### config.mk
export PLATFORM = sky130hd
export DESIGN_NAME = alu_arbiter
export DESIGN_NICKNAME = d
export VERILOG_FILES = /design/src/rtl/alu_arbiter.sv
export SDC_FILE = /design/constraint.sdc
export NUM_CORES = 1
export LEC_CHECK = 0
export BUFFER_PORTS_ARGS = -buffer_cell sky130_fd_sc_hd__buf_2
export CORE_AREA = 10 10 195 197
export CTS_CLUSTER_DIAMETER = 30
export CTS_CLUSTER_SIZE = 24
export DETAILED_ROUTE_END_ITERATION = 16
export DIE_AREA = 0 0 205 207
export GPL_TIMING_DRIVEN = 0
export MAX_ROUTING_LAYER = met4
export PLACE_DENSITY = 0.58
export SLEW_MARGIN = 20
export SYNTH_ARGS = -nofsm -noshare
export SYNTH_HDL_FRONTEND = slang
export SYNTH_SLANG_ARGS = --single-unit
### constraint.sdc
create_clock -name clk -period 5.1 [get_ports clk]
set_input_delay 0.51 -clock clk [delete_from_list [all_inputs] [get_ports clk]]
set_output_delay 0.51 -clock clk [all_outputs]
set_load 0.05 [all_outputs]
### src/rtl/alu_arbiter.sv
// Shares one ALU between NREQ requesters: round-robin grant, issue register, in-flight tag pipe, writeback and per-requester flags.
// Define ALU_ARB_FIXED_PRIO_EN to replace round-robin with fixed lowest-index-wins priority.
module alu_arbiter #(
   parameter int WIDTH       = 32,
   parameter int OPCODE      = 4,
   parameter int REGS_CODING = 3,
   parameter int FLAGS       = 4,
   parameter int CARRY       = 0,
   parameter int NREQ        = 4,
   parameter int IDW         = 2,
   parameter int ALU_LATENCY = 1
) (
   input  logic                        clk,
   input  logic                        reset,
   input  logic [NREQ-1:0]             req_valid,
   input  logic [NREQ*OPCODE-1:0]      req_opcode,
   input  logic [NREQ*WIDTH-1:0]       req_op1,
   input  logic [NREQ*WIDTH-1:0]       req_op2,
   input  logic [NREQ*REGS_CODING-1:0] req_dest,
   output logic [NREQ-1:0]             req_grant,
   output logic                        alu_en,
   output logic [OPCODE-1:0]           alu_opcode,
   output logic [WIDTH-1:0]            alu_op1,
   output logic [WIDTH-1:0]            alu_op2,
   output logic [REGS_CODING-1:0]      alu_dest,
   output logic                        alu_cin,
   input  logic [WIDTH-1:0]            alu_result,
   input  logic [FLAGS-1:0]            alu_flags,
   input  logic [REGS_CODING-1:0]      alu_dest_out,
   input  logic [WIDTH-1:0]            alu_instr_addr,
   output logic                        wb_valid,
   output logic [IDW-1:0]              wb_id,
   output logic [REGS_CODING-1:0]      wb_dest,
   output logic [WIDTH-1:0]            wb_result,
   output logic [WIDTH-1:0]            wb_instr_addr,
   output logic [NREQ*FLAGS-1:0]       flags_out
);

   logic [NREQ-1:0]        busy;
   logic [NREQ-1:0]        eligible;
   logic [NREQ-1:0]        busy_clr;
   logic                   grant_any;
   logic [IDW-1:0]         grant_id;
   logic [IDW-1:0]         issue_id;
   logic                   tag_v  [ALU_LATENCY];
   logic [IDW-1:0]         tag_id [ALU_LATENCY];
   logic                   head_v;
   logic [IDW-1:0]         head_id;
   logic [FLAGS-1:0]       flags_reg [NREQ];
   logic [OPCODE-1:0]      opc_arr   [NREQ];
   logic [WIDTH-1:0]       op1_arr   [NREQ];
   logic [WIDTH-1:0]       op2_arr   [NREQ];
   logic [REGS_CODING-1:0] dest_arr  [NREQ];

   for (genvar g = 0; g < NREQ; g++) begin : g_lanes
      assign opc_arr[g]  = req_opcode[g*OPCODE +: OPCODE];
      assign op1_arr[g]  = req_op1[g*WIDTH +: WIDTH];
      assign op2_arr[g]  = req_op2[g*WIDTH +: WIDTH];
      assign dest_arr[g] = req_dest[g*REGS_CODING +: REGS_CODING];
      assign flags_out[g*FLAGS +: FLAGS] = flags_reg[g];
   end

   // A requester is locked out from its grant until the writeback of that op, so its carry-in is always settled.
   assign eligible = req_valid & ~busy;
   assign head_v   = tag_v[ALU_LATENCY-1];
   assign head_id  = tag_id[ALU_LATENCY-1];

`ifdef ALU_ARB_FIXED_PRIO_EN
   always_comb begin
      grant_any = 1'b0;
      grant_id  = '0;
      for (int i = NREQ - 1; i >= 0; i--) begin
         if (eligible[IDW'(i)]) begin
            grant_any = 1'b1;
            grant_id  = IDW'(i);
         end
      end
   end
`else
   logic [IDW-1:0] ptr;
   int             idx;

   // Scan downward from the farthest offset so the nearest eligible requester at or after ptr wins.
   always_comb begin
      grant_any = 1'b0;
      grant_id  = '0;
      idx       = 0;
      for (int k = NREQ - 1; k >= 0; k--) begin
         idx = int'(ptr) + k;
         if (idx >= NREQ) begin
            idx = idx - NREQ;
         end
         if (eligible[IDW'(idx)]) begin
            grant_any = 1'b1;
            grant_id  = IDW'(idx);
         end
      end
   end

   always_ff @(posedge clk) begin
      if (reset) begin
         ptr <= '0;
      end else if (grant_any) begin
         ptr <= (int'(grant_id) == NREQ - 1) ? '0 : grant_id + IDW'(1);
      end
   end
`endif

   always_comb begin
      req_grant = '0;
      if (grant_any) begin
         req_grant[grant_id] = 1'b1;
      end
   end

   always_comb begin
      busy_clr = '0;
      if (head_v) begin
         busy_clr[head_id] = 1'b1;
      end
   end

   always_ff @(posedge clk) begin
      if (reset) begin
         alu_en     <= 1'b0;
         alu_opcode <= '0;
         alu_op1    <= '0;
         alu_op2    <= '0;
         alu_dest   <= '0;
         alu_cin    <= 1'b0;
         issue_id   <= '0;
      end else begin
         alu_en <= grant_any;
         if (grant_any) begin
            alu_opcode <= opc_arr[grant_id];
            alu_op1    <= op1_arr[grant_id];
            alu_op2    <= op2_arr[grant_id];
            alu_dest   <= dest_arr[grant_id];
            alu_cin    <= flags_reg[grant_id][CARRY];
            issue_id   <= grant_id;
         end
      end
   end

   // Tag pipe follows the issued op so its owner is known when the ALU output becomes valid.
   always_ff @(posedge clk) begin
      if (reset) begin
         for (int s = 0; s < ALU_LATENCY; s++) begin
            tag_v[s]  <= 1'b0;
            tag_id[s] <= '0;
         end
      end else begin
         tag_v[0]  <= alu_en;
         tag_id[0] <= issue_id;
         for (int s = 1; s < ALU_LATENCY; s++) begin
            tag_v[s]  <= tag_v[s-1];
            tag_id[s] <= tag_id[s-1];
         end
      end
   end

   always_ff @(posedge clk) begin
      if (reset) begin
         wb_valid      <= 1'b0;
         wb_id         <= '0;
         wb_dest       <= '0;
         wb_result     <= '0;
         wb_instr_addr <= '0;
         busy          <= '0;
         for (int r = 0; r < NREQ; r++) begin
            flags_reg[r] <= '0;
         end
      end else begin
         wb_valid <= head_v;
         busy     <= (busy & ~busy_clr) | req_grant;
         if (head_v) begin
            wb_id              <= head_id;
            wb_dest            <= alu_dest_out;
            wb_result          <= alu_result;
            wb_instr_addr      <= alu_instr_addr;
            flags_reg[head_id] <= alu_flags;
         end
      end
   end

endmodule

# Word-level counts from Yosys, hierarchy flattened
# Memory sizes are Yosys's and may differ from the RTL's. A register that Yosys moved wholly into a read port is not among the register bits.
# Index checks and enable logic that the tools add are counted.
word_totals:
  inputBits: 361
  latchBits: 0
  n_memories: 3
  ramBits: 19
  romBits: 0
  register_bits: 150
memory_table:
  columns: ["memory", "depth", "word_bits", "read_ports", "rd_ports_with_merged_regs", "write_ports", "line", "rtl"]
  rows:
  - ["flags_reg", 4, 4, 5, 1, 4, "49", "logic [FLAGS-1:0] flags_reg [NREQ];"]
  - ["tag_id", 1, 2, 1, 0, 1, "46", "logic [IDW-1:0] tag_id [ALU_LATENCY];"]
  - ["tag_v", 1, 1, 1, 0, 1, "45", "logic tag_v [ALU_LATENCY];"]
classes:
  shifts: 0
  muxes: 56
  div: 0
  bitwise_logic: 6
  n_mul: 0
  n_reduce_logical: 5
  add_sub_neg: 8
  magnitude_cmp: 13
  n_eq_ne: 1
ops:
  columns: ["op", "n"]
  rows:
  - ["32-bit binary-select mux with 2-bit select", 2]
  - ["32-bit 2-to-1 mux", 4]
  - ["1-bit 2-to-1 mux", 24]
  - ["2-bit 2-to-1 mux", 11]
  - ["4-bit 2-to-1 mux", 5]
  - ["2-bit by 4-bit less-than comparator with 1-bit output, second input constant", 4]
  - ["3-bit >= comparator, second input constant", 4]
  - ["4-bit bitwise AND", 2]
  - ["1-bit binary-select mux with 2-bit select", 4]
  - ["4-bit binary-select mux with 2-bit select", 1]
  - ["4-bit inverter", 2]
  - ["2-bit by 1-bit subtractor with 2-bit output, second input constant", 4]
  - ["2-bit by 2-bit adder with 3-bit output, second input constant", 2]
  - ["3-bit binary-select mux with 2-bit select", 1]
  - ["2-bit by 3-bit less-than comparator with 1-bit output, second input constant", 2]
  - ["3-bit 2-to-1 mux", 2]
  - ["1-bit demux with 2-bit select", 2]
  - ["2-bit by 1-bit >= comparator with 1-bit output, second input constant", 2]
  - ["4-bit OR", 1]
  - ["4-bit OR reduction", 1]
  - ["2-bit by 1-bit adder with 3-bit output, second input constant", 1]
  - ["2-bit by 3-bit >= comparator with 1-bit output, second input constant", 1]
  - ["2-bit inverter with 3-bit output", 1]
  - ["2-bit by 1-bit adder with 2-bit output, second input constant", 1]
  - ["4 further kinds", 5]

# Depth between registers and ports, before layout
logic_depth:
  ltp_word: 16
  depth_mapped: 10
  ltp_nobuf: 8

# Worst setup path before layout
# No wires, ideal clock.
synth_timing:
  kind: "input to output"
  from: "in req_valid[1]"
  to: "out req_grant[2]"
  path_stages: 8
  path_slack_ps: 2169
  n_path_buf: 2
  arrival_ps: 2421
  path_cell_list: "and2b_1 > o311ai_1 > nand2_1 > buf_2 > buf_2 > inv_1 > ha_1 > nor2b_1"
synth_between:
  elab_chain_cells: 13
  word_cells_on_any_way: 27
synth_rtl:
  columns: ["item", "line", "rtl"]
  rows:
  - ["from (decl)", "15", "input logic [NREQ-1:0] req_valid,"]
  - ["4-bit bitwise AND (*)", "64", "assign eligible = req_valid & ~busy;"]
  - ["1-bit binary-select mux with 2-bit select", "93", "if (eligible[IDW'(idx)]) begin"]
  - ["1-bit 2-to-1 mux (not written as such) (2 in a row)", "93", null]
  - ["2-bit 2-to-1 mux (4 in a row)", "93", null]
  - ["2-bit by 3-bit less-than comparator with 1-bit output (not written as such) or 2-bit by 1-bit >= comparator with 1-bit output (tied branches)", "112", "req_grant[grant_id] = 1'b1;"]
  - ["1-bit logical AND (not written as such)", "112", null]
  - ["1-bit 2-to-1 mux (not written as such)", "112", null]
  - ["1-bit demux with 2-bit select", "112", null]
  - ["4-bit 2-to-1 mux (*)", "111", "if (grant_any) begin"]
  - ["to (decl)", "20", "output logic [NREQ-1:0] req_grant,"]
# Every way passes the cells marked *; elsewhere a longest branch is shown, timed or not. The select of a mux whose other input is x is not followed.

# Worst setup path in the final report
layout_timing:
  from: "reg busy[1]"
  to: "out req_grant[2]"
layout_between:
  elab_chain_cells: 14
  word_cells_on_any_way: 28
layout_rtl:
  columns: ["item", "line", "rtl"]
  rows:
  - ["from (decl)", "39", "logic [NREQ-1:0] busy;"]
  - ["from (signal assigned)", "175", "busy <= (busy & ~busy_clr) | req_grant;"]
  - ["4-bit inverter (*)", "64", null]
  - ["4-bit bitwise AND (*)", "64", null]
  - ["1-bit binary-select mux with 2-bit select", "93", null]
  - ["1-bit 2-to-1 mux (not written as such) (2 in a row)", "93", null]
  - ["2-bit 2-to-1 mux (4 in a row)", "93", null]
  - ["2-bit by 3-bit less-than comparator with 1-bit output (not written as such) or 2-bit by 1-bit >= comparator with 1-bit output (tied branches)", "112", null]
  - ["1-bit logical AND (not written as such)", "112", null]
  - ["1-bit 2-to-1 mux (not written as such)", "112", null]
  - ["1-bit demux with 2-bit select", "112", null]
  - ["4-bit 2-to-1 mux (*)", "111", null]
# Marks and branches as above.

==> summary.txt <==
Worst setup path
  – Worst reg2reg path startpoint: busy[1]
  – Crit path DAT: 2.93 ns
  – CP Max Fanout: 10
  – Worst Reg-to-Reg Cells: 7
  – Worst Path Required: between 4 and 5 ns
  – Startpoint class of the critical path: flop
  – CP Capture Type: output pin
  – R2R Setup Slk: 2.72 ns
  – Crit path kind: reg -> out
  – Worst R2R End: alu_op1[15]

Layout
  – Layout area overhead: 46.0%
  – Post-Layout Cell Count: 1839
  – Layout Nets: between 1.5k and 2k
  – Share of layout cells above drive strength 1: 0.436

Yosys
  – Async set-reset flop share out of synthesis: 0
  – Post-synth top cells: 176 x mux2i_1, 154 x dfxtp_1, 126 x nor2_1
  – Most common cell in the netlist: mux2i_1
  – Post-Syn Instances: 827
  – Top post-synthesis cells by area: dfxtp_1 37%, mux2i_1 21%, a211oi_1 6.7%
  – Synth cell types: 38
  – Mapped Nets: between 1k and 1.5k
  – Seq/Total Area, Yosys: 0.431
  – Post-Synthesis Cell Area: between 0.008 and 0.009 sq mm
  – Yosys Warn Count: 0
  – Commonest register cell after synthesis: dfxtp_1
  – Top-area cell type share of the netlist area: 0.373
  – Avg Inst Size Synth: around 10 sq um
  – Number of synthesized flops with an enable pin: 16
  – Post-synth top area cell: dfxtp_1
  – Seq cells post-synth: 170

STA
  – Setup violations, final: 0
  – Worst hold slack: about 0.3 ns
  – Final period utilization: 0.675
  – Slew @ Worst Pin: between 0.9 and 1 ns
  – Setup TNS: 0 ns
  – Pins Over Slew Limit: 0
  – Tmin final: between 3 and 4 ns
  – RSZ-0062 raised after global routing: no
  – Fmax: between 200 and 300 MHz
  – Setup Skew: 0.00859 ns
  – Fin. Hold Viols: 0
  – Relative slew slack: 0.339

Routing
  – Post-route DRC violation count: 0
  – Top layer in use: met4
  – Iter 0 DRT Violations: around 440
  – Vias: approximately 8.5k
  – Drt pass-1 iters: 5
  – Drt total wl: between 30000 and 40000 microns
  – Met3 WL: 2930 microns
  – Post-route ant nets: 0
  – Vias/cell: roughly 4.6
  – Wirelength per Cell: 21.1 microns
  – Metal-1 WL: approximately 16000 microns
  – Met2 wire len: ~19000 microns

Die
  – Core area: 0.0341 sq mm
  – Chip Width: around 210 microns
  – Top-level I/O count: 524
  – Row count: 68
  – Die H: just over 200 microns
  – Die area: between 0.04 and 0.05 sq mm
  – Effective utilization at floorplan: 0.242

Min path
  – Tightest Hold Check Type: in -> reg
  – Hold path start: alu_instr_addr[8]
  – Hold Crit Endpoint: wb_instr_addr[8]
  – Hold path depth: 3

Global route
  – First-pass GRT wire length: 57300 microns
  – Vias in the first global route: just over 9k
  – GRT Total Usage: 0.181
  – GRT overflow: 0
  – Initial antenna violation count: 2
  – Largest net degree at the start of global routing: 17

Clock tree
  – Clk root buf: clkbuf_16
  – TritonCTS Sinks: between 150 and 200
  – CTS Buf Count: 17
  – Clock Latency Late Sink: 0.44 ns
  – Clock buffer depth: 2
  – H-tree lvl count: 4
  – Setup bufs post-CTS: 0
  – CTS tree: done
  – Hold buffer count at CTS: 0
  – Gates resized, CTS repair: 0
  – CTS clk-pin slew, worst paths: ~0.070 ns

Status
  – Outcome: finished clean

Placement
  – Final Wtd Congestion: around 0.93
  – Dpl hpwl: around 32000 microns
  – Placed cells: approximately 1.8k
  – IO buf count: 523

Power and ir drop
  – Static Leak: about 6 nW
  – VDD IR max: about 0.00024 V
  – Power per cell area: 547 mW/mm^2

Run
  – Max-cap viol count: 0
worst max-delay path: stages (launching register included):
cell and delay (ns):
dfxtp_1 0.33, and2b_1 0.23, o311ai_1 0.37, nand2_1 0.11
buf_2 0.23, buf_2 0.29, inv_1 0.13, ha_1 0.14
nor2b_1 0.31, buf_2 0.34
cells by family after synthesis:
logic type               Yosys count  synth area share
AND/OR/NAND/NOR                  196             0.113
flip-flops                       170             0.431
adder cells (fa/ha/maj)            2           0.00303
multiplexers                     176             0.213
buffers and inverters            123            0.0665
AO/OA/AOI/OAI                    160             0.173
placed cells by master, fill, tap and decap left out, drive strengths merged, types with 2 or more instances in the layout:
cell type | Yosys | routed
a2111oi | 37 | 37
a211oi | 74 | 74
a21oi | 6 | 6
a22oi | 2 | 2
buf | 33 | 556
bufinv | 0 | 2
clkbuf | 44 | 62
clkinv | 1 | 9
dfxtp | 154 | 154
diode | 0 | 2
edfxtp | 16 | 16
ha | 2 | 2
inv | 45 | 49
mux2i | 176 | 176
nand2 | 13 | 13
nand2b | 6 | 6
nand3b | 37 | 37
nor2 | 126 | 126
nor2b | 6 | 6
o221ai | 36 | 36
or3b | 2 | 2
how the worst max path moves through the flow:
stage	start	endpoint	slack (ns)
floorplan	req_valid[1]	req_grant[2]	2.17
global placement	req_valid[1]	req_grant[2]	1.85
detailed placement	req_valid[1]	req_grant[2]	1.83
CTS	busy[1]	req_grant[2]	1.59
global route	busy[2]	req_grant[2]	1.45
finish	busy[1]	req_grant[2]	1.66
per-layer routing:
metal	vias to the layer above	global-route usage
met3	31	0.0478
met1	4006	0.214
met5	-	-
li1	4119	-
met4	0	0.0566
met2	309	0.294
area by class of cell:
cell class              instances  area, sq um
fillers                      3636        22100
plain buffers                  77          372
flip-flops and latches        170         3560
repair buffers                523         2620
clock buffers                  18          450
well taps                     455          569
clock inverters                14          159
multi-input cells             534         4150
diodes                          2         5.00
inverters                      46          178
where the power goes:
part / switching (mW) / internal, mW
clock network: 0.619 / 0.762
logic: 2.37 / 1.01
registers: 0.170 / 1.66
metrics by stage:
stage	util	instance area, sq um	power, mW	setup WS, ns
2_1_floorplan	-	8260	4.24	2.17
3_3_place_gp	0.336	11400	5.26	1.85
3_5_place_dp	0.336	11400	5.28	1.83
4_1_cts	0.353	12100	6.68	1.59
5_1_grt	0.354	12100	6.93	1.45
6_report	0.354	12100	6.59	1.66
(Power assumes the default switching activity.)
